[src/rtl/poly_mem_init_pkg.sv]
// Shared types and helpers for the polynomial memory initialiser.
package poly_mem_init_pkg;

    typedef enum logic [1:0] {
        MODE_ZERO  = 2'd0,
        MODE_CONST = 2'd1,
        MODE_INDEX = 2'd2
    } fill_mode_e;

    // Controller states
    typedef logic [1:0] state_t;
    localparam state_t ST_IDLE  = 2'd0;
    localparam state_t ST_WRITE = 2'd1;
    localparam state_t ST_DONE  = 2'd2;

    // The reserved encoding falls back to a zero fill.
    function automatic fill_mode_e decode_mode(input logic [1:0] mode);
        case (mode)
            2'd1:    return MODE_CONST;
            2'd2:    return MODE_INDEX;
            default: return MODE_ZERO;
        endcase
    endfunction

endpackage

[src/rtl/poly_mem_init_dp.sv]
// Datapath: latched request, word counter, address adder, fill-data mux, output registers.
module poly_mem_init_dp
    import poly_mem_init_pkg::*;
#(
    parameter int unsigned DATA_W    = 26,
    parameter int unsigned ADDR_W    = 11,
    parameter int unsigned NUM_BANKS = 1
) (
    input  logic                 clk,
    input  logic                 rst_n,
    input  logic                 accept,
    input  logic                 advance,
    input  logic                 write_next,
    input  logic [1:0]           mode,
    input  logic [ADDR_W-1:0]    base,
    input  logic [ADDR_W:0]      len,
    input  logic [DATA_W-1:0]    fill_value,
    input  logic [NUM_BANKS-1:0] bank_mask,
    output logic                 last,
    output logic [DATA_W-1:0]    mem_input,
    output logic [ADDR_W-1:0]    mem_address_i,
    output logic [NUM_BANKS-1:0] write_enable
);

    localparam logic [ADDR_W:0] ONE = 1;

    fill_mode_e            mode_q, mode_d;
    logic [ADDR_W-1:0]     base_q, base_d;
    logic [ADDR_W:0]       len_q, len_d;
    logic [DATA_W-1:0]     fill_q, fill_d;
    logic [NUM_BANKS-1:0]  mask_q, mask_d;
    logic [ADDR_W:0]       i_q, i_d;
    logic [ADDR_W-1:0]     addr_d;
    logic [DATA_W-1:0]     data_d;

    // The accepting edge must already present word 0, so use the live request then
    always_comb begin
        mode_d = accept ? decode_mode(mode) : mode_q;
        base_d = accept ? base : base_q;
        len_d  = accept ? len : len_q;
        fill_d = accept ? fill_value : fill_q;
        mask_d = accept ? bank_mask : mask_q;
        if (accept)       i_d = '0;
        else if (advance) i_d = i_q + ONE;
        else              i_d = i_q;
        addr_d = base_d + ADDR_W'(i_d);
        case (mode_d)
            MODE_CONST: data_d = fill_d;
            MODE_INDEX: data_d = DATA_W'(i_d);
            default:    data_d = '0;
        endcase
    end

    assign last = ((i_q + ONE) == len_q);

    // Request latches, counter and registered memory-side outputs
    always_ff @(posedge clk or negedge rst_n) begin
        if (!rst_n) begin
            mode_q        <= MODE_ZERO;
            base_q        <= '0;
            len_q         <= '0;
            fill_q        <= '0;
            mask_q        <= '0;
            i_q           <= '0;
            mem_input     <= '0;
            mem_address_i <= '0;
            write_enable  <= '0;
        end else begin
            mode_q <= mode_d;
            base_q <= base_d;
            len_q  <= len_d;
            fill_q <= fill_d;
            mask_q <= mask_d;
            i_q    <= i_d;
            if (write_next) begin
                mem_input     <= data_d;
                mem_address_i <= addr_d;
                write_enable  <= mask_d;
            end else begin
                mem_input     <= '0;
                mem_address_i <= '0;
                write_enable  <= '0;
            end
        end
    end

endmodule

[src/rtl/poly_mem_init_fsm.sv]
// Control FSM: request acceptance, stall/abort handling, busy and done generation.
module poly_mem_init_fsm
    import poly_mem_init_pkg::*;
(
    input  logic clk,
    input  logic rst_n,
    input  logic start,
    input  logic abort,
    input  logic stall,
    input  logic len_zero,
    input  logic last,
    output logic accept,
    output logic advance,
    output logic write_next,
    output logic busy,
    output logic write_done
);

    state_t state_q, state_d;

    // Next-state decode; advance marks an edge where the presented write moves on
    always_comb begin
        state_d = state_q;
        accept  = 1'b0;
        advance = 1'b0;
        case (state_q)
            ST_IDLE: begin
                if (start) begin
                    accept  = 1'b1;
                    state_d = len_zero ? ST_DONE : ST_WRITE;
                end
            end
            ST_WRITE: begin
                if (abort) begin
                    state_d = ST_IDLE;
                end else if (!stall) begin
                    advance = 1'b1;
                    if (last) state_d = ST_DONE;
                end
            end
            ST_DONE: state_d = ST_IDLE;
            default: state_d = ST_IDLE;
        endcase
    end

    assign write_next = (state_d == ST_WRITE);

    // State plus registered busy/done, both derived from the next state
    always_ff @(posedge clk or negedge rst_n) begin
        if (!rst_n) begin
            state_q    <= ST_IDLE;
            busy       <= 1'b0;
            write_done <= 1'b0;
        end else begin
            state_q    <= state_d;
            busy       <= (state_d != ST_IDLE);
            write_done <= (state_d == ST_DONE);
        end
    end

endmodule

[src/rtl/poly_mem_init.sv]
// Top: fills a contiguous coefficient region of one or more RAM banks.
module poly_mem_init
    import poly_mem_init_pkg::*;
#(
    parameter int unsigned DATA_W    = 26,
    parameter int unsigned ADDR_W    = 11,
    parameter int unsigned NUM_BANKS = 1
) (
    input  logic                 clk,
    input  logic                 rst_n,
    input  logic                 start,
    input  logic                 abort,
    input  logic [1:0]           mode,
    input  logic [ADDR_W-1:0]    base,
    input  logic [ADDR_W:0]      len,
    input  logic [DATA_W-1:0]    fill_value,
    input  logic [NUM_BANKS-1:0] bank_mask,
    input  logic                 stall,
    output logic [DATA_W-1:0]    mem_input,
    output logic [ADDR_W-1:0]    mem_address_i,
    output logic [NUM_BANKS-1:0] write_enable,
    output logic                 busy,
    output logic                 write_done
);

    logic accept;
    logic advance;
    logic write_next;
    logic last;

    poly_mem_init_fsm u_fsm (
        .clk        (clk),
        .rst_n      (rst_n),
        .start      (start),
        .abort      (abort),
        .stall      (stall),
        .len_zero   (len == '0),
        .last       (last),
        .accept     (accept),
        .advance    (advance),
        .write_next (write_next),
        .busy       (busy),
        .write_done (write_done)
    );

    poly_mem_init_dp #(
        .DATA_W    (DATA_W),
        .ADDR_W    (ADDR_W),
        .NUM_BANKS (NUM_BANKS)
    ) u_dp (
        .clk           (clk),
        .rst_n         (rst_n),
        .accept        (accept),
        .advance       (advance),
        .write_next    (write_next),
        .mode          (mode),
        .base          (base),
        .len           (len),
        .fill_value    (fill_value),
        .bank_mask     (bank_mask),
        .last          (last),
        .mem_input     (mem_input),
        .mem_address_i (mem_address_i),
        .write_enable  (write_enable)
    );

endmodule
[config.mk]
export PLATFORM = sky130hd
export DESIGN_NAME = poly_mem_init
export DESIGN_NICKNAME = d
export VERILOG_FILES = /design/src/rtl/poly_mem_init_pkg.sv /design/src/rtl/poly_mem_init_dp.sv /design/src/rtl/poly_mem_init_fsm.sv /design/src/rtl/poly_mem_init.sv
export SDC_FILE = /design/constraint.sdc
export NUM_CORES = 1
export LEC_CHECK = 0
export ABC_AREA = 1
export BUFFER_PORTS_ARGS = -buffer_cell sky130_fd_sc_hd__buf_2
export CAP_MARGIN = 10
export CORE_AREA = 2 2 100 102
export DETAILED_ROUTE_END_ITERATION = 8
export DIE_AREA = 0 0 102 104
export PLACE_DENSITY = 0.8
export SLEW_MARGIN = 20
export SYNTH_ARGS = -nofsm -noshare
export SYNTH_HDL_FRONTEND = slang
export SYNTH_SLANG_ARGS = --single-unit
[constraint.sdc]
create_clock -name clk -period 3.3 [get_ports clk]
set_input_delay 0.33 -clock clk [delete_from_list [all_inputs] [get_ports clk]]
set_output_delay 0.33 -clock clk [all_outputs]
set_load 0.02 [all_outputs]
# Word level (Yosys, flattened, before mapping)
# Index checks and enable logic that the tools add are counted.
# word_totals
elab_cells,47
regBits,106
# op_classes
n_reduce_logical,3
n_eq_ne,8
mux,22
add_sub_neg,2
# op_table
cell,count
26-bit two-way mux,2
26-bit case mux with 2 select lines,1
12-bit two-way mux,2
11-bit two-way mux,2
"12-bit by 1-bit adder with 12-bit output, second input constant",1
12-bit == test,1
12-bit logical NOT,1
2-bit two-way mux,6
11-bit adder,1
"2-bit by 1-bit == test with 1-bit output, second input constant",4
2-bit case mux with 2 select lines,2
1-bit two-way mux,7
"2-bit == test, second input constant",3
2-bit logical NOT,1
2-bit nonzero test,1

# Longest topological paths before layout
# depth
ltp_word,8
depth_mapped,19
ltp_nobuf,19

# By module
# From an unflattened synthesis, not the netlist that was laid out.
# unflattened
hier_cells,607
hier_area_um2,4998.5
# modules_own_cells
mod,instances,area_per_inst_um2,cells_each
poly_mem_init_dp,1,4714.5,563
poly_mem_init_fsm,1,210.2,25
poly_mem_init,1,73.8,19

# Least setup slack after synthesis
# Ideal clock, no wire load.
# synth_timing
path_kind,register -> register
from,register u_fsm.state_q[1]
to,register u_dp.mem_address_i[8]
path_slack_ps,525
setup_ps,140
path_buffers,3
stages_incl_launch_ff,16
required_time_ps,3160
arrival_ps,2635
period_less_slack_ps,2775
path_cell_list,dfrtp_1 inv_1 nand3_1 clkbuf_1 clkbuf_1 clkbuf_1 nand2_1 nand2_1 ha_1 inv_1 fa_1 inv_1 a21oi_1 o21bai_1 xor2_1 a21oi_2
# synth_rtl
element,line_no,rtl
"start, declared",poly_mem_init_fsm.sv:19,"state_t state_q, state_d;"
"start signal, assigned",poly_mem_init_fsm.sv:55,state_q <= state_d;
2-bit logical NOT,poly_mem_init_fsm.sv:26,case (state_q)
1-bit two-way mux,poly_mem_init_fsm.sv:26,
11-bit two-way mux,poly_mem_init_dp.sv:39,base_d = accept ? base : base_q;
named net u_dp.base_d[0],poly_mem_init_dp.sv:28,"logic [ADDR_W-1:0] base_q, base_d;"
11-bit adder,poly_mem_init_dp.sv:46,addr_d = base_d + ADDR_W'(i_d);
11-bit two-way mux,poly_mem_init_dp.sv:75,if (write_next) begin
"end signal, assigned",poly_mem_init_dp.sv:77,mem_address_i <= addr_d;
"end, declared",poly_mem_init_dp.sv:21,"output logic [ADDR_W-1:0] mem_address_i,"
# The timed path passes the listed nets, and every way through them passes these cells.
# A chain may end at the register's enable or synchronous reset.

# Worst setup path after layout
# layout_timing
from,register u_fsm.state_q[1]
to,register u_dp.mem_address_i[8]
# layout_via
elab_chain_len,6
# layout_lines
element,line_no,rtl
2-bit by 1-bit == test with 1-bit output,poly_mem_init_fsm.sv:26,
1-bit two-way mux,poly_mem_init_fsm.sv:26,
12-bit two-way mux,poly_mem_init_dp.sv:44,else if (advance) i_d = i_q + ONE;
12-bit two-way mux *,poly_mem_init_dp.sv:43,if (accept) i_d = '0;
named net u_dp.i_d[0],poly_mem_init_dp.sv:32,"logic [ADDR_W:0] i_q, i_d;"
11-bit adder *,poly_mem_init_dp.sv:46,
11-bit two-way mux *,poly_mem_init_dp.sv:75,
# Mark *: on every way through the listed nets, which the timed path passes. The rest lies on a longest branch.

==> results.toml <==
[timing]
relSlewSlack_pct = 61.79
skew_ns = 0.01397
worst_pin_slew_ns = 0.5732
fin_worst_hold_slack_ns = -0.02707
max_freq_mhz = 338.6
rsz0062_at_grt = "false"
setup_violations = 0
drv_slew = 0
fin_tns_setup_ns = 0
period_minus_slack_ns = 2.953
fin_ws_ns = 0.3470
post-route-period-util_pct = 89.49
hold_violations = 8

[placement]
preCtsSetupSlack_ns = 0.3090
postPlaceCellArea_um2 = 5822
place.gp.congestion = 0.9089
dp_hpwl_um = 8987
io_buffer_count = 96
placedCellCount = 852

[status]
status = "finished with violations"
violations = "hold timing"

[drt]
drt-pass1-iter-count = 5
drc_errors = 0
via_count = 4463
ant_nets = 0
post_drt_wl_per_cell_um = 14.42
drt_iter0_markers = 264
vias_per_cell = 5.142
routed_wl_um = 12520

[power_and_ir_drop]
peakVddDrop_mv = 0.3284
cellPowerDensity_nw_per_um2 = 578.6
static-leakage-power_nw = 3.262

[worst_setup_path]
path_class = "reg2reg"
required_ns = 3.56
worstSetupStartpoint = "u_fsm.state_q[1]"
worst_ep_arrival_time_ns = 3.21
cp-start-kind = "flip-flop"
regToRegStartpoint = "u_fsm.state_q[1]"
crit_fanout = 12
endpoint = "u_dp.mem_address_i[8]"
r2r_slack_ns = 0.35
r2r.worst_path.cells = 11
end_kind = "flip-flop"
worstReg2RegEnd = "u_dp.mem_address_i[8]"

[layout]
syn_to_final_growth_pct = 16.10
num_antenna_cells = 0
fillers = 854
drive_gt1_share_pct = 20.54
final_area_um2 = 6010
layout.nets = 801
final_cells = 868

[clock_tree]
cts_buffer_depth = 2
cts_hold_buf = 0
cts_max_level = 3
cts_root_buf = "clkbuf_8"
clock_latency_ns = 0.38
cts_setup_buffers = 0
cts.sinks = 106
numCtsBuffers = 9
cts_tree = "built"
cts_resized = 0
clkSlewWorstSetupHoldPaths_ns = 0.10

[synthesis]
synthDistinctLibCells = 34
syn_nets = 709
synth_compound_area_share_pct = 11.14
ys_seq_area_share_pct = 51.24
syn_area_um2 = 5176
yosysTopAreaCell = "dfrtp_1"
synth_edf_count = 0
yosys_warnings = 0
yosys.area_share.adder_pct = 3.529
synthTopCellsByArea = "dfrtp_1, nand2_1, inv_1"
synth_xor_area_share_pct = 1.523
ys_seq_elements = 106
synth_top_family_by_area = "simple AND/OR/NAND/NOR gates"
syn_area_per_cell_um2 = 8.113
synthTopCellsByCount = "nand2_1, dfrtp_1, inv_1"
synthFlopType = "dfrtp_1"
syn-instance-count = 638
synth.top_cell.area_share_pct = 51.24
synthArstFlopShare_pct = 100.0
synth_most_common_cell = "nand2_1"
yosys.area_share.simple_pct = 23.95
synthMuxAreaShare_pct = 0

[global_route]
grt_pass1_wl_um = 21150
antenna_found_initial = 0
grt_util_all_layers_pct = 25.19
grt_max_degree = 107
grt_overflow = 0
grt_pass1_vias = 4543

[floorplan]
rows = 36
die_y_um = 104
coreArea_um2 = 9549
die_area_um2 = 10610
die_w_um = 102
start_util_pct = 54.21
io_pins = 97

[min_path]
hold_path.class = "in2async"

[job]
max_cap_violations = 0
[kinds of logic (layout without fill, tap and decap cells)]
family	Yosys count	count (layout)
DFF	106	106
buffers and inverters	113	210
adders and majority gates	14	14
AOI/OAI and AO/OA	103	103
and+or+nand+nor	293	293
xor gates and xnor gates	9	9
[cell usage in the layout, fill, tap and decap left out, types with 4 or more instances in the layout]
master / n
nand2_2: 4
o22ai_1: 5
buf_4: 6
nor2_1: 21
or2_2: 11
ha_1: 13
a21oi_2: 9
o21ai_0: 39
nand4_1: 4
dfrtp_1: 106
o21bai_1: 4
clkbuf_8: 11
nand3_1: 47
nand2_1: 192
xor2_1: 7
nor3_1: 5
inv_1: 88
a21oi_1: 41
buf_2: 95
[per-layer routing]
metal | track usage (%) | part of all wire [%] | vias to the layer above
met3 | 3.763 | 5.9 | 28
met1 | 34.43 | 43 | 2079
met5 | 0 | 0 | -
li1 | - | - | 2197
met4 | 10.10 | 2.5 | 0
met2 | 40.27 | 49 | 159
[area by class of cell]
class                   count  area [um2]  area share, %
clock inverters             4       32.53         0.5413
repair buffers            104       580.6          9.661
well taps                 133       166.4          2.769
multi-input cells         419        2083          34.67
clock buffers              12       155.1          2.582
flip-flops and latches    106        2653          44.14
inverters                  90       339.1          5.642
[critical path, cell delays in order, from the launching register on]
cell and delay (ns):
dfrtp_1 0.40, nor3_1 0.37, nand2_1 0.37, a21oi_1 0.37, ha_1 0.25, inv_1 0.08, fa_1 0.42, inv_1 0.10
a21oi_1 0.09, o21bai_1 0.17, xor2_1 0.19, a21oi_2 0.04
[stage by stage]
step,utilization (%),total power [mW]
2_1_floorplan,-,2.371
3_3_place_gp,60.97,2.672
3_5_place_dp,60.97,2.707
4_1_cts,62.93,3.485
5_1_grt,62.93,3.696
6_report,62.93,3.477
[power breakdown]
part | total, mW | internal, mW | leakage (nW) | switching, mW
clock | 0.782 | 0.322 | 0.0896 | 0.460
sequential | 1.62 | 1.52 | 1.36 | 0.0989
combinational | 1.08 | 0.371 | 1.82 | 0.709
total | 3.48 | 2.21 | 3.26 | 1.27
[registers in the layout, indices dropped and copies added, names as in the netlist]
signal,count
u_dp.base_q,11
u_dp.fill_q,26
u_dp.i_q,12
u_dp.len_q,12
u_dp.mask_q,1
u_dp.mem_address_i,11
u_dp.mem_input,26
u_dp.mode_q,2
u_dp.write_enable,1
u_fsm.busy,1
u_fsm.state_q,2
u_fsm.write_done,1
[worst min-delay path by stage]
stage / startpoint / end / slack, ns / depth (start not counted)
5_1_grt: rst_n / u_fsm.write_done / 0.03 / 2
3_3_place_gp: rst_n / u_fsm.write_done / 0.44 / 2
3_5_place_dp: rst_n / u_dp.len_q[8] / 0.45 / 2
4_1_cts: rst_n / u_dp.len_q[8] / 0.04 / 2
6_report: rst_n / u_dp.len_q[8] / -0.03 / 2
2_1_floorplan: rst_n / u_dp.base_q[0] / 0.03 / 0
Power figures use the tool's default switching activity.
